## src/rtl/motor_tick_prescaler.sv

```systemverilog
// Programmable tick prescaler with a double-buffered divisor; tick period is D+1 clocks, all outputs registered.
// No backpressure: loads are accepted every cycle (acked next cycle) and take effect at a period boundary or while disabled.
module motor_tick_prescaler #(
    parameter int WIDTH     = 16,
    parameter int CNT_WIDTH = 8
) (
    input  logic                 clock,
    input  logic                 reset,
    input  logic                 enable,
    input  logic [WIDTH-1:0]     div_value,
    input  logic                 div_load,
    output logic                 div_ack,
    output logic                 pending,
    output logic                 tick,
    output logic                 tick_toggle,
    output logic [CNT_WIDTH-1:0] tick_count
);

    logic [WIDTH-1:0] cnt;
    logic [WIDTH-1:0] active_div;
    logic [WIDTH-1:0] shadow_div;
    logic [WIDTH-1:0] reload;
    logic             wrap;
    logic             apply;

    assign reload = pending ? shadow_div : active_div;
    assign wrap   = (cnt == '0);
    // A pending divisor is consumed on a wrap, or at any edge while held disabled.
    assign apply  = !enable || wrap;

    always_ff @(posedge clock) begin
        if (reset) begin
            cnt         <= '0;
            active_div  <= '0;
            shadow_div  <= '0;
            pending     <= 1'b0;
            tick        <= 1'b0;
            tick_toggle <= 1'b0;
            tick_count  <= '0;
            div_ack     <= 1'b0;
        end else begin
            div_ack <= div_load;
            if (div_load) begin
                shadow_div <= div_value;
                pending    <= 1'b1;
            end else if (apply) begin
                pending    <= 1'b0;
            end

            if (enable) begin
                if (wrap) begin
                    tick        <= 1'b1;
                    tick_toggle <= ~tick_toggle;
                    tick_count  <= tick_count + 1'b1;
                    cnt         <= reload;
                    active_div  <= reload;
                end else begin
                    tick <= 1'b0;
                    cnt  <= cnt - 1'b1;
                end
            end else begin
                // Disabled: abandon the partial period so re-enable starts a full one.
                tick       <= 1'b0;
                cnt        <= reload;
                active_div <= reload;
            end
        end
    end

endmodule

```

## config.mk

```make
export PLATFORM = sky130hd
export DESIGN_NAME = motor_tick_prescaler
export DESIGN_NICKNAME = d
export VERILOG_FILES = /design/src/rtl/motor_tick_prescaler.sv
export SDC_FILE = /design/constraint.sdc
export NUM_CORES = 1
export LEC_CHECK = 0
export CAP_MARGIN = 5
export CORE_MARGIN = 5
export CORE_UTILIZATION = 41
export CTS_BUF_LIST = sky130_fd_sc_hd__clkbuf_8 sky130_fd_sc_hd__clkbuf_16
export DETAILED_ROUTE_END_ITERATION = 8
export DONT_BUFFER_PORTS = 1
export PLACE_DENSITY = 0.59
export RECOVER_POWER = 50
export SYNTH_ARGS = -nofsm -noshare
export SYNTH_HDL_FRONTEND = slang
export SYNTH_SLANG_ARGS = --single-unit
```

## constraint.sdc

```tcl
create_clock -name clock -period 2.4 [get_ports clock]
set_clock_uncertainty 0.05 [all_clocks]
set_input_delay 0.24 -clock clock [delete_from_list [all_inputs] [get_ports clock]]
set_output_delay 0.24 -clock clock [all_outputs]
set_load 0.01 [all_outputs]
```

# Word level (Yosys, flattened, before mapping)

Index checks and enable logic that the tools add are counted.

Bits in registers: 60
Bits of input ports: 20
Output and inout port bits: 12

$add $sub $neg: 2
Equality and inequality tests: 1
Mux-type cells: 8
Bitwise operators: 2
Reduce and logical (&&, ||, !) cells: 6

Operators with widths:

| operator                                           | count |
|---|---|
| two-way mux 16 bit                                 | 5 |
| zero test 16 bit                                   | 1 |
| subtractor 16 x 1 -> 16 bit, second input constant | 1 |
| adder 8 x 1 -> 8 bit, second input constant        | 1 |
| two-way mux 1 bit                                  | 3 |
| != test 2 x 1 -> 1 bit, second input constant      | 1 |
| NOT 1 bit                                          | 2 |
| AND reduction 2 bit                                | 1 |
| nonzero test 2 bit                                 | 1 |
| OR reduction 2 bit                                 | 1 |
| zero test 1 bit                                    | 1 |
| logical OR 1 bit                                   | 1 |

# Longest topological paths before layout

Gate-level depths: netlist (run 1).

Word-level depth: 4
Mapped depth: 8
Depth with buffers taken out: 6

# Worst setup path before layout (run 1)

OpenSTA, ideal clock, no wires.

Kind: flip-flop to flip-flop
From: register cnt[11]
To: register tick_count[5]
Setup time: 70 ps
Arrival time: 2026 ps
Data required time: 2280 ps
Slack: 253 ps
Cell stages (with the launch flop): 6
Clock period less this slack: 2147 ps
Path through: dfxtp_1 > or4_4 > nor4b_4 > nand4_4 > or4_1 > a21oi_1

Word-level cells in the longest chain between the ends: 2

RTL lines:

| element                              | RTL line | source |
|---|---|---|
| start, declared                      | 19       | `logic [WIDTH-1:0] cnt;` |
| start signal, assigned               | 55       | `cnt <= reload;` |
| start signal, assigned               | 59       | `cnt <= cnt - 1'b1;` |
| start signal, assigned               | 64       | `cnt <= reload;` |
| zero test 16 bit                     | 27       | `assign wrap = (cnt == '0);` |
| AND reduction 2 bit (no source line) | -        |  |
| end signal, assigned                 | 54       | `tick_count <= tick_count + 1'b1;` |
| end, declared                        | 16       | `output logic [CNT_WIDTH-1:0] tick_count` |

Every way passes these cells.
A chain may end at the register's enable or synchronous reset.

# Worst setup path in the final report (run 1)

Ends and elaborated chain as after synthesis.

==> impl_summary.txt, run 1 <==
----------------------------------------------------
[Power and ir drop]
  Int Power ... ~1.7 mW
  Fraction of power consumed by combinational cells ... a little over an eighth
  Net Switching ... between 600 and 700 uW
  Maximum ir drop on the vdd rail ... 0.414 mV
  Power density relative to cell area ... between 700 and 800 nW/um2
  Part of the total power dissipated in sequential elements ... around 47%
  Share of power burned in the clock network ... 39.0%
  Fraction of power spent switching nets ... between 20% and 30%
  Cell leakage power ... between 1 and 1.5 nW

[STA]
  Final count of hold timing violations ... 0
  Final-layout setup total negative slack ... 0 ns
  Count of final max-slew check failures ... 0
  Max-slew headroom at the worst pin ... 46.2%
  Part of the cycle the worst path needs ... between 90% and 100%
  Unrepaired setup endpoints after global routing ... no
  Final setup violation count ... 0
  Least-Margin Pin Slew ... a little over 0.8 ns
  Timing-limited maximum frequency ... 442 MHz
  Clock period minus worst slack ... 2.26 ns

[Floorplan]
  Horizontal extent of the die ... approximately 90 um
  Number of standard-cell rows in the floorplan ... 29
  DIE AREA ... 8090 um2
  Starting density of the core ... 41.7%
  Vert. Die Dim ... ~90 um
  Core area ... 6280 um2
  Boundary Pins ... 32

[Clock network]
  Post-CTS setup repair buffer count ... 0
  Clock tree from TritonCTS ... built
  Root cell of the clock tree ... sky130_fd_sc_hd__clkbuf_8
  Clk Latency, worst-skew pair ... around 0.33 ns
  H-tree depth reported by CTS ... 3
  Clock transition at the register clock pins on the worst setup and hold paths after CTS ... roughly 0.06 ns
  CTS max path bufs ... 2
  Cts bufs inserted ... 9
  CTS Sinks ... 60

[Worst setup path]
  Register-to-register setup slack ... roughly 0.14 ns
  Worst reg2reg startpoint ... cnt[11]
  Data required time at the worst endpoint ... approximately 2.6 ns
  Reg2Reg Capture Point ... tick_count[5]
  Crit path capture ... tick_count[5]
  Worst setup SP type ... flip-flop
  Largest fanout on the critical path ... 10
  Endpoint arrival time on the critical path ... around 2.5 ns
  Depth of the worst register-to-register path ... 5
  Critical Setup Path Class ... reg2reg
  Category of the worst setup path capture point ... flip-flop
  Setup crit start ... cnt[11]

[Placed design]
  Weighted congestion reported at the end of routability-driven placement ... about 0.72
  Post-detailed-placement cell area ... ~2700 um2
  Placed instance count ... about 340
  Number of buffer cells added on primary ports ... 0
  Estimated wirelength of the detail-placed design ... about 3.3 mm

[Yosys]
  Gate Count Post-Synth ... 275
  Warnings, synthesis ... 0
  Sequential fraction of the synthesis area ... 45.9%
  Post-Synthesis Net Count ... a little under 300
  Post-synthesis instance area ... approximately 2600 um2
  Post-synth cell types ... 36
  Synthesized area divided by synthesized cell count ... roughly 9.5 um2
  FF+latch count, synth ... 60

[GRT]
  First-pass GRT wire length ... just under 9 mm
  Remaining global-route overflow ... 0
  Maximum number of pins on one net before global-route repair ... 49
  Via count of the first global-routing pass ... 1767
  Antenna violations before repair ... 0
  Total routing resource utilization after global routing ... 13.2%

[Flow run]
  Max_cap viols ... 0

[Final layout]
  Share of final-layout standard cells stronger than drive strength 1 ... between 10% and 20%
  Total inserted antenna cells ... 0
  Fill count ... roughly 600
  Layout overhead on the synthesized area ... 12.1%
  Non-Filler Cell Area, Final ... about 3000 um2
  Most frequent standard cell in the layout excluding fill and tap cells ... sky130_fd_sc_hd__dfxtp_1
  Commonest cells after routing, fill and taps aside ... sky130_fd_sc_hd__dfxtp_1 (60), sky130_fd_sc_hd__nor2_1 (34), sky130_fd_sc_hd__mux2i_1 (30)
  Number of standard cells in the layout, taps in and fillers out ... between 300 and 400
  Net count of the finished layout ... between 200 and 300

[Drt]
  Total Wirelength ... 5.09 mm
  First DRT Iteration DRCs ... 73
  Wire per inst ... between 10 and 15 um
  Number of iterations in the first detailed-routing pass ... 4
  Total vias in the final route ... between 1500 and 2000
  Antenna violation net count after detailed routing ... 0
  Vias per cell ... around 5.3
  Detailed-route DRC error count ... 0

[Min path]
  Path type of the worst min-delay path ... in2reg
  Cells on Worst Hold Path ... 2

[Run status]
  Run status ... complete, no violations

----------------------------------------------------
## per-stage QoR
step	util, %	power, mW	hold WS [ns]	setup slack [ns]
2_1_floorplan	-	1.39	0.337	0.253
3_3_place_gp	42.8	1.43	0.266	0.165
3_5_place_dp	42.8	1.43	0.270	0.156
4_1_cts	46.8	2.37	0.000206	0.139
5_1_grt	46.8	2.46	0.00330	0.0402
6_report	46.8	2.34	0.0178	0.136
## cell type report
class | instances | area, um2 | share of cell area (%)
inverters | 3 | 11.3 | 0.383
multi-input cells | 194 | 1330 | 45.3
clock buffers | 11 | 151 | 5.16
clock inverters | 5 | 51.3 | 1.75
repair buffers | 7 | 95.1 | 3.24
flip-flops and latches | 60 | 1200 | 40.9
well taps | 77 | 96.3 | 3.28
## synth_stat cells
cell | n | area share (%)
sky130_fd_sc_hd__o31a_1 | 1 | 0.33
sky130_fd_sc_hd__xor2_1 | 9 | 3.0
sky130_fd_sc_hd__and2_2 | 1 | 0.29
sky130_fd_sc_hd__or4_1 | 2 | 0.57
sky130_fd_sc_hd__nand4_1 | 3 | 0.72
sky130_fd_sc_hd__a211oi_1 | 13 | 3.7
sky130_fd_sc_hd__dfxtp_1 | 60 | 46
sky130_fd_sc_hd__nand3_1 | 13 | 2.5
sky130_fd_sc_hd__nand2_1 | 7 | 1.0
sky130_fd_sc_hd__o31ai_1 | 2 | 0.57
sky130_fd_sc_hd__o21a_1 | 7 | 2.0
sky130_fd_sc_hd__mux2i_1 | 30 | 11
sky130_fd_sc_hd__or2_2 | 1 | 0.24
sky130_fd_sc_hd__buf_4 | 1 | 0.29
sky130_fd_sc_hd__or3_2 | 3 | 0.86
sky130_fd_sc_hd__xnor2_1 | 6 | 2.0
sky130_fd_sc_hd__a311oi_1 | 1 | 0.33
sky130_fd_sc_hd__nor4b_4 | 1 | 0.91
sky130_fd_sc_hd__or4_4 | 1 | 0.43
sky130_fd_sc_hd__nor2_1 | 34 | 4.9
sky130_fd_sc_hd__buf_1 | 3 | 0.43
sky130_fd_sc_hd__o21ai_0 | 13 | 2.5
sky130_fd_sc_hd__or4_2 | 1 | 0.33
sky130_fd_sc_hd__a21oi_1 | 22 | 4.2
sky130_fd_sc_hd__a21boi_0 | 7 | 2.0
sky130_fd_sc_hd__nor3_1 | 2 | 0.38
sky130_fd_sc_hd__inv_1 | 3 | 0.43
sky130_fd_sc_hd__nor2b_1 | 4 | 0.96
sky130_fd_sc_hd__nand4_4 | 1 | 0.81
sky130_fd_sc_hd__nor4_1 | 2 | 0.48
sky130_fd_sc_hd__buf_2 | 4 | 0.76
sky130_fd_sc_hd__nand4b_1 | 2 | 0.67
sky130_fd_sc_hd__clkbuf_1 | 10 | 1.4
sky130_fd_sc_hd__a21bo_2 | 1 | 0.38
sky130_fd_sc_hd__ha_1 | 3 | 1.4
sky130_fd_sc_hd__nor4_4 | 1 | 0.81
## power groups by stage
stage	Combinational, mW	Clock, mW	Sequential, mW
final	0.320	0.912	1.11
after global routing	0.361	0.984	1.12
after CTS	0.325	0.940	1.11
after detailed placement	0.301	0	1.13
after global placement	0.298	0	1.13
after floorplan	0.266	0	1.12
## kinds of logic (layout without fill, tap and decap cells)
group	after synthesis	count (layout)	synth area share (%)
buf+inv	21	26	3.34
flops	60	60	45.9
xor+xnor	15	15	5.02
mux	30	30	11.5
simple gates	79	79	16.8
fa+ha+maj	3	3	1.43
compound gates	67	67	16.1
## critical path, stage by stage (launching register included)
cell	delay (ns)
sky130_fd_sc_hd__dfxtp_1	0.33
sky130_fd_sc_hd__or4_4	0.57
sky130_fd_sc_hd__nor4b_4	0.39
sky130_fd_sc_hd__nand4_4	0.19
sky130_fd_sc_hd__or4_1	0.53
sky130_fd_sc_hd__a21oi_1	0.14
## worst min path at each step
stage	from	to	slack [ns]
finish	div_value[8]	shadow_div[8]	0.02
global route	div_value[1]	shadow_div[1]	0.003
CTS	div_value[8]	shadow_div[8]	0.0002
detailed placement	reset	active_div[12]	0.27
global placement	reset	active_div[12]	0.27
floorplan	div_value[10]	shadow_div[10]	0.34
## layer usage
metal	wire (um)	share of wire (%)	GRT usage [%]	up-vias
met2	2300	45	19.6	27
met5	0	0	0	-
li1	-	-	-	983
met4	74	1.5	6.33	0
met3	218	4.3	4.17	6
met1	2490	49	17.2	878
## state kept, by name, indices dropped and copies added (netlist names)
| signal | flops |
|---|---|
| tick_toggle | 1 |
| tick_count | 8 |
| active_div | 16 |
| pending | 1 |
| div_ack | 1 |
| cnt | 16 |
| shadow_div | 16 |
| tick | 1 |
## repair_timing
action | in CTS | in global routing
resized for setup | 0 | 0
hold buffers | 4 | 0
hold endpoints to repair | 48 | 0
No activity file was read; power rests on OpenSTA's default activity.
==> run 2: changes to the inputs <==
--- a/config.mk
+++ b/config.mk
@@ -7,11 +7,11 @@
 export LEC_CHECK = 0
 export CAP_MARGIN = 5
 export CORE_MARGIN = 5
-export CORE_UTILIZATION = 41
+export CORE_UTILIZATION = 50
 export CTS_BUF_LIST = sky130_fd_sc_hd__clkbuf_8 sky130_fd_sc_hd__clkbuf_16
 export DETAILED_ROUTE_END_ITERATION = 8
 export DONT_BUFFER_PORTS = 1
-export PLACE_DENSITY = 0.59
+export PLACE_DENSITY = 0.69
 export RECOVER_POWER = 50
 export SYNTH_ARGS = -nofsm -noshare
 export SYNTH_HDL_FRONTEND = slang
==> run 2 against run 1 <==
Compared with the run above: hold slack got worse by 0.0098 ns; cell area fell by 0.89%; die area decreased by 16%; maximum frequency shrank 1.2%; sequential share of layout area up 0.37 points; wire length shrank 3.9%; clock-buffer cell count unchanged; combinational power fell by 3%.
==> impl_summary.txt, run 2 (synthesis gave the netlist of run 1 again) <==
----------------------------------------------------
[Worst setup path]
  Largest fanout on the critical path ... 10 (unchanged)
  Cell type group with the largest total delay on the critical path ... simple AND/OR/NAND/NOR gates
  Reg2Reg Capture Point ... tick_count[7]
  Worst setup SP type ... flip-flop
  Depth of the worst register-to-register path ... 5 (unchanged)
  Category of the worst setup path capture point ... flip-flop
  Worst reg2reg startpoint ... cnt[11]
  Crit-path max cell delay ... 0.57 ns (about the same)
  Cell breakdown of the critical path ... or4_4 -> nor4b_4 -> nand4_4 -> or4_1 -> a21oi_1
  Data required time at the worst endpoint ... 2.61 ns (about the same)
  Critical Setup Path Class ... reg2reg
  Number of buffers and inverters on the critical path ... 0 (unchanged)
  Slowest CP cell ... sky130_fd_sc_hd__or4_4
  Register-to-register setup slack ... 0.11 ns (-0.03 ns)
  Endpoint arrival time on the critical path ... 2.50 ns (+0.03 ns)

[Floorplan]
  Number of standard-cell rows in the floorplan ... 26 (-10%)
  Boundary Pins ... 32 (unchanged)
  Vert. Die Dim ... 82.4 um (-8.4%)
  Core area ... 5110 um2 (-19%)
  Horizontal extent of the die ... 82.4 um (-8.4%)
  Starting density of the core ... 51.3% (+9.6 points)
  DIE AREA ... 6780 um2 (-16%)

[Drt]
  Vias per cell ... 5.48 (+3.4%)
  First DRT Iteration DRCs ... 82 (+12%)
  Wire per inst ... 14.0 um (-1.7%)
  Detailed-route DRC error count ... 0 (unchanged)
  Total Wirelength ... 4.89 mm (-3.9%)
  Number of iterations in the first detailed-routing pass ... 4 (unchanged)
  Total vias in the final route ... 1914 (+1.1%)
  Antenna violation net count after detailed routing ... 0 (unchanged)

[Min path]
  Worst hold start ... div_value[7]
  Path type of the worst min-delay path ... in2reg
  Cells on Worst Hold Path ... 2 (unchanged)
  Capture endpoint of the worst hold path ... shadow_div[7]

[Final layout]
  Commonest cells after routing, fill and taps aside ... sky130_fd_sc_hd__dfxtp_1 (60), sky130_fd_sc_hd__nor2_1 (34), sky130_fd_sc_hd__mux2i_1 (30)
  Most frequent standard cell in the layout excluding fill and tap cells ... sky130_fd_sc_hd__dfxtp_1
  Layout overhead on the synthesized area ... 11.1%
  Non-Filler Cell Area, Final ... 2910 um2 (-0.89%)
  Share of final-layout standard cells stronger than drive strength 1 ... 10.4% (-0.32 points)
  Total inserted antenna cells ... 0 (unchanged)
  Core occupancy in the finished layout ... 57.0% (+10 points)
  Largest registers ... active_div (16), cnt (16), shadow_div (16)
  Net count of the finished layout ... 299 (+0.34%)

[Power and ir drop]
  Power density relative to cell area ... 789 nW/um2 (-0.99%)
  Maximum ir drop on the vdd rail ... 0.458 mV (+11%)
  Cell leakage power ... 1.09 nW (-0.27%)
  Total power after layout ... 2.30 mW (-1.9%)

[GRT]
  Remaining global-route overflow ... 0 (unchanged)
  Maximum number of pins on one net before global-route repair ... 49 (unchanged)
  Total routing resource utilization after global routing ... 16.7% (+3.5 points)
  Antenna violations before repair ... 0 (unchanged)
  Via count of the first global-routing pass ... 1771 (+0.23%)
  First-pass GRT wire length ... 8.54 mm (-2.1%)

[Clock network]
  Count of hold buffers inserted by post-cts repair ... 3 (-1)
  CTS Sinks ... 60 (unchanged)
  Root cell of the clock tree ... sky130_fd_sc_hd__clkbuf_8
  Clk Latency, worst-skew pair ... 0.33 ns (about the same)
  Gates resized, CTS repair ... 0 (unchanged)
  CTS max path bufs ... 2 (unchanged)
  H-tree depth reported by CTS ... 3 (unchanged)
  Clock tree from TritonCTS ... built
  Clock transition at the register clock pins on the worst setup and hold paths after CTS ... 0.06 ns (about the same)
  Cts bufs inserted ... 9 (unchanged)
  Post-CTS setup repair buffer count ... 0 (unchanged)

[STA]
  Clock period minus worst slack ... 2.29 ns (+0.0266 ns)
  Final-layout setup total negative slack ... 0 ns (unchanged)
  Least-Margin Pin Slew ... 0.498 ns (-0.309 ns)
  Final setup violation count ... 0 (unchanged)
  Unrepaired setup endpoints after global routing ... no
  Max-slew headroom at the worst pin ... 66.7% (+21 points)
  Count of final max-slew check failures ... 0 (unchanged)
  Final count of hold timing violations ... 0 (unchanged)
  Part of the cycle the worst path needs ... 95.4% (+1.1 points)
  Timing-limited maximum frequency ... 437 MHz (-1.2%)

[Placed design]
  Post-detailed-placement cell area ... 2670 um2 (-0.51%)
  Number of buffer cells added on primary ports ... 0 (unchanged)
  Weighted congestion reported at the end of routability-driven placement ... 0.710 (-1.6%)
  Estimated wirelength of the detail-placed design ... 3.22 mm (-0.95%)

[Run status]
  Run status ... complete, no violations

[Flow run]
  Max_cap viols ... 0 (unchanged)

----------------------------------------------------
==> run 2: changes by cell type in the layout (fill, tap and decap cells not counted), sizes merged <==
cell / before / now
clkinv: 2 / 1
clkinvlp: 1 / 0
buf: 3 / 4
==> run 2: power by group <==
group,switching (mW),leakage (nW),internal (mW)
clock,0.355,0.102,0.519
sequential,0.0553,0.492,1.06
combinational,0.164,0.499,0.146
==> run 2: final cells by class <==
type                       instances  area [um2]
fill                             470        2200
multi-input combinational        194        1330
sequential                        60        1200
clock buffer                      11         151
timing repair buffer               8        90.1
tap                               70        87.6
clock inverter                     3        38.8
inverter                           3        11.3
==> run 2: worst max path at each step <==
stage          startpoint            end  slack [ns]  cells past startpoint
5_1_grt           cnt[11]  tick_count[7]       0.007                      5
3_5_place_dp      cnt[11]  tick_count[7]        0.12                      5
6_report          cnt[11]  tick_count[7]        0.11                      5
3_3_place_gp      cnt[11]  tick_count[7]        0.18                      5
2_1_floorplan     cnt[11]  tick_count[5]        0.25                      5
4_1_cts           cnt[11]  tick_count[7]        0.10                      5
==> run 2: layer usage <==
metal / track usage, % / part of all wire [%] / vias up
met4: 7.97 / 2.0 / 0
met2: 24.4 / 44 / 38
li1: - / - / 986
met3: 5.53 / 5.4 / 9
met5: 0 / 0 / -
met1: 22.1 / 49 / 881
==> run 2: metrics by stage <==
step	cells	hold WS [ns]	setup WS [ns]
after global placement	331	0.266	0.178
after detailed placement	331	0.265	0.121
final	349	0.00805	0.109
after CTS	348	0.000725	0.103
after global routing	349	0.000206	0.00701
after floorplan	275	0.337	0.253
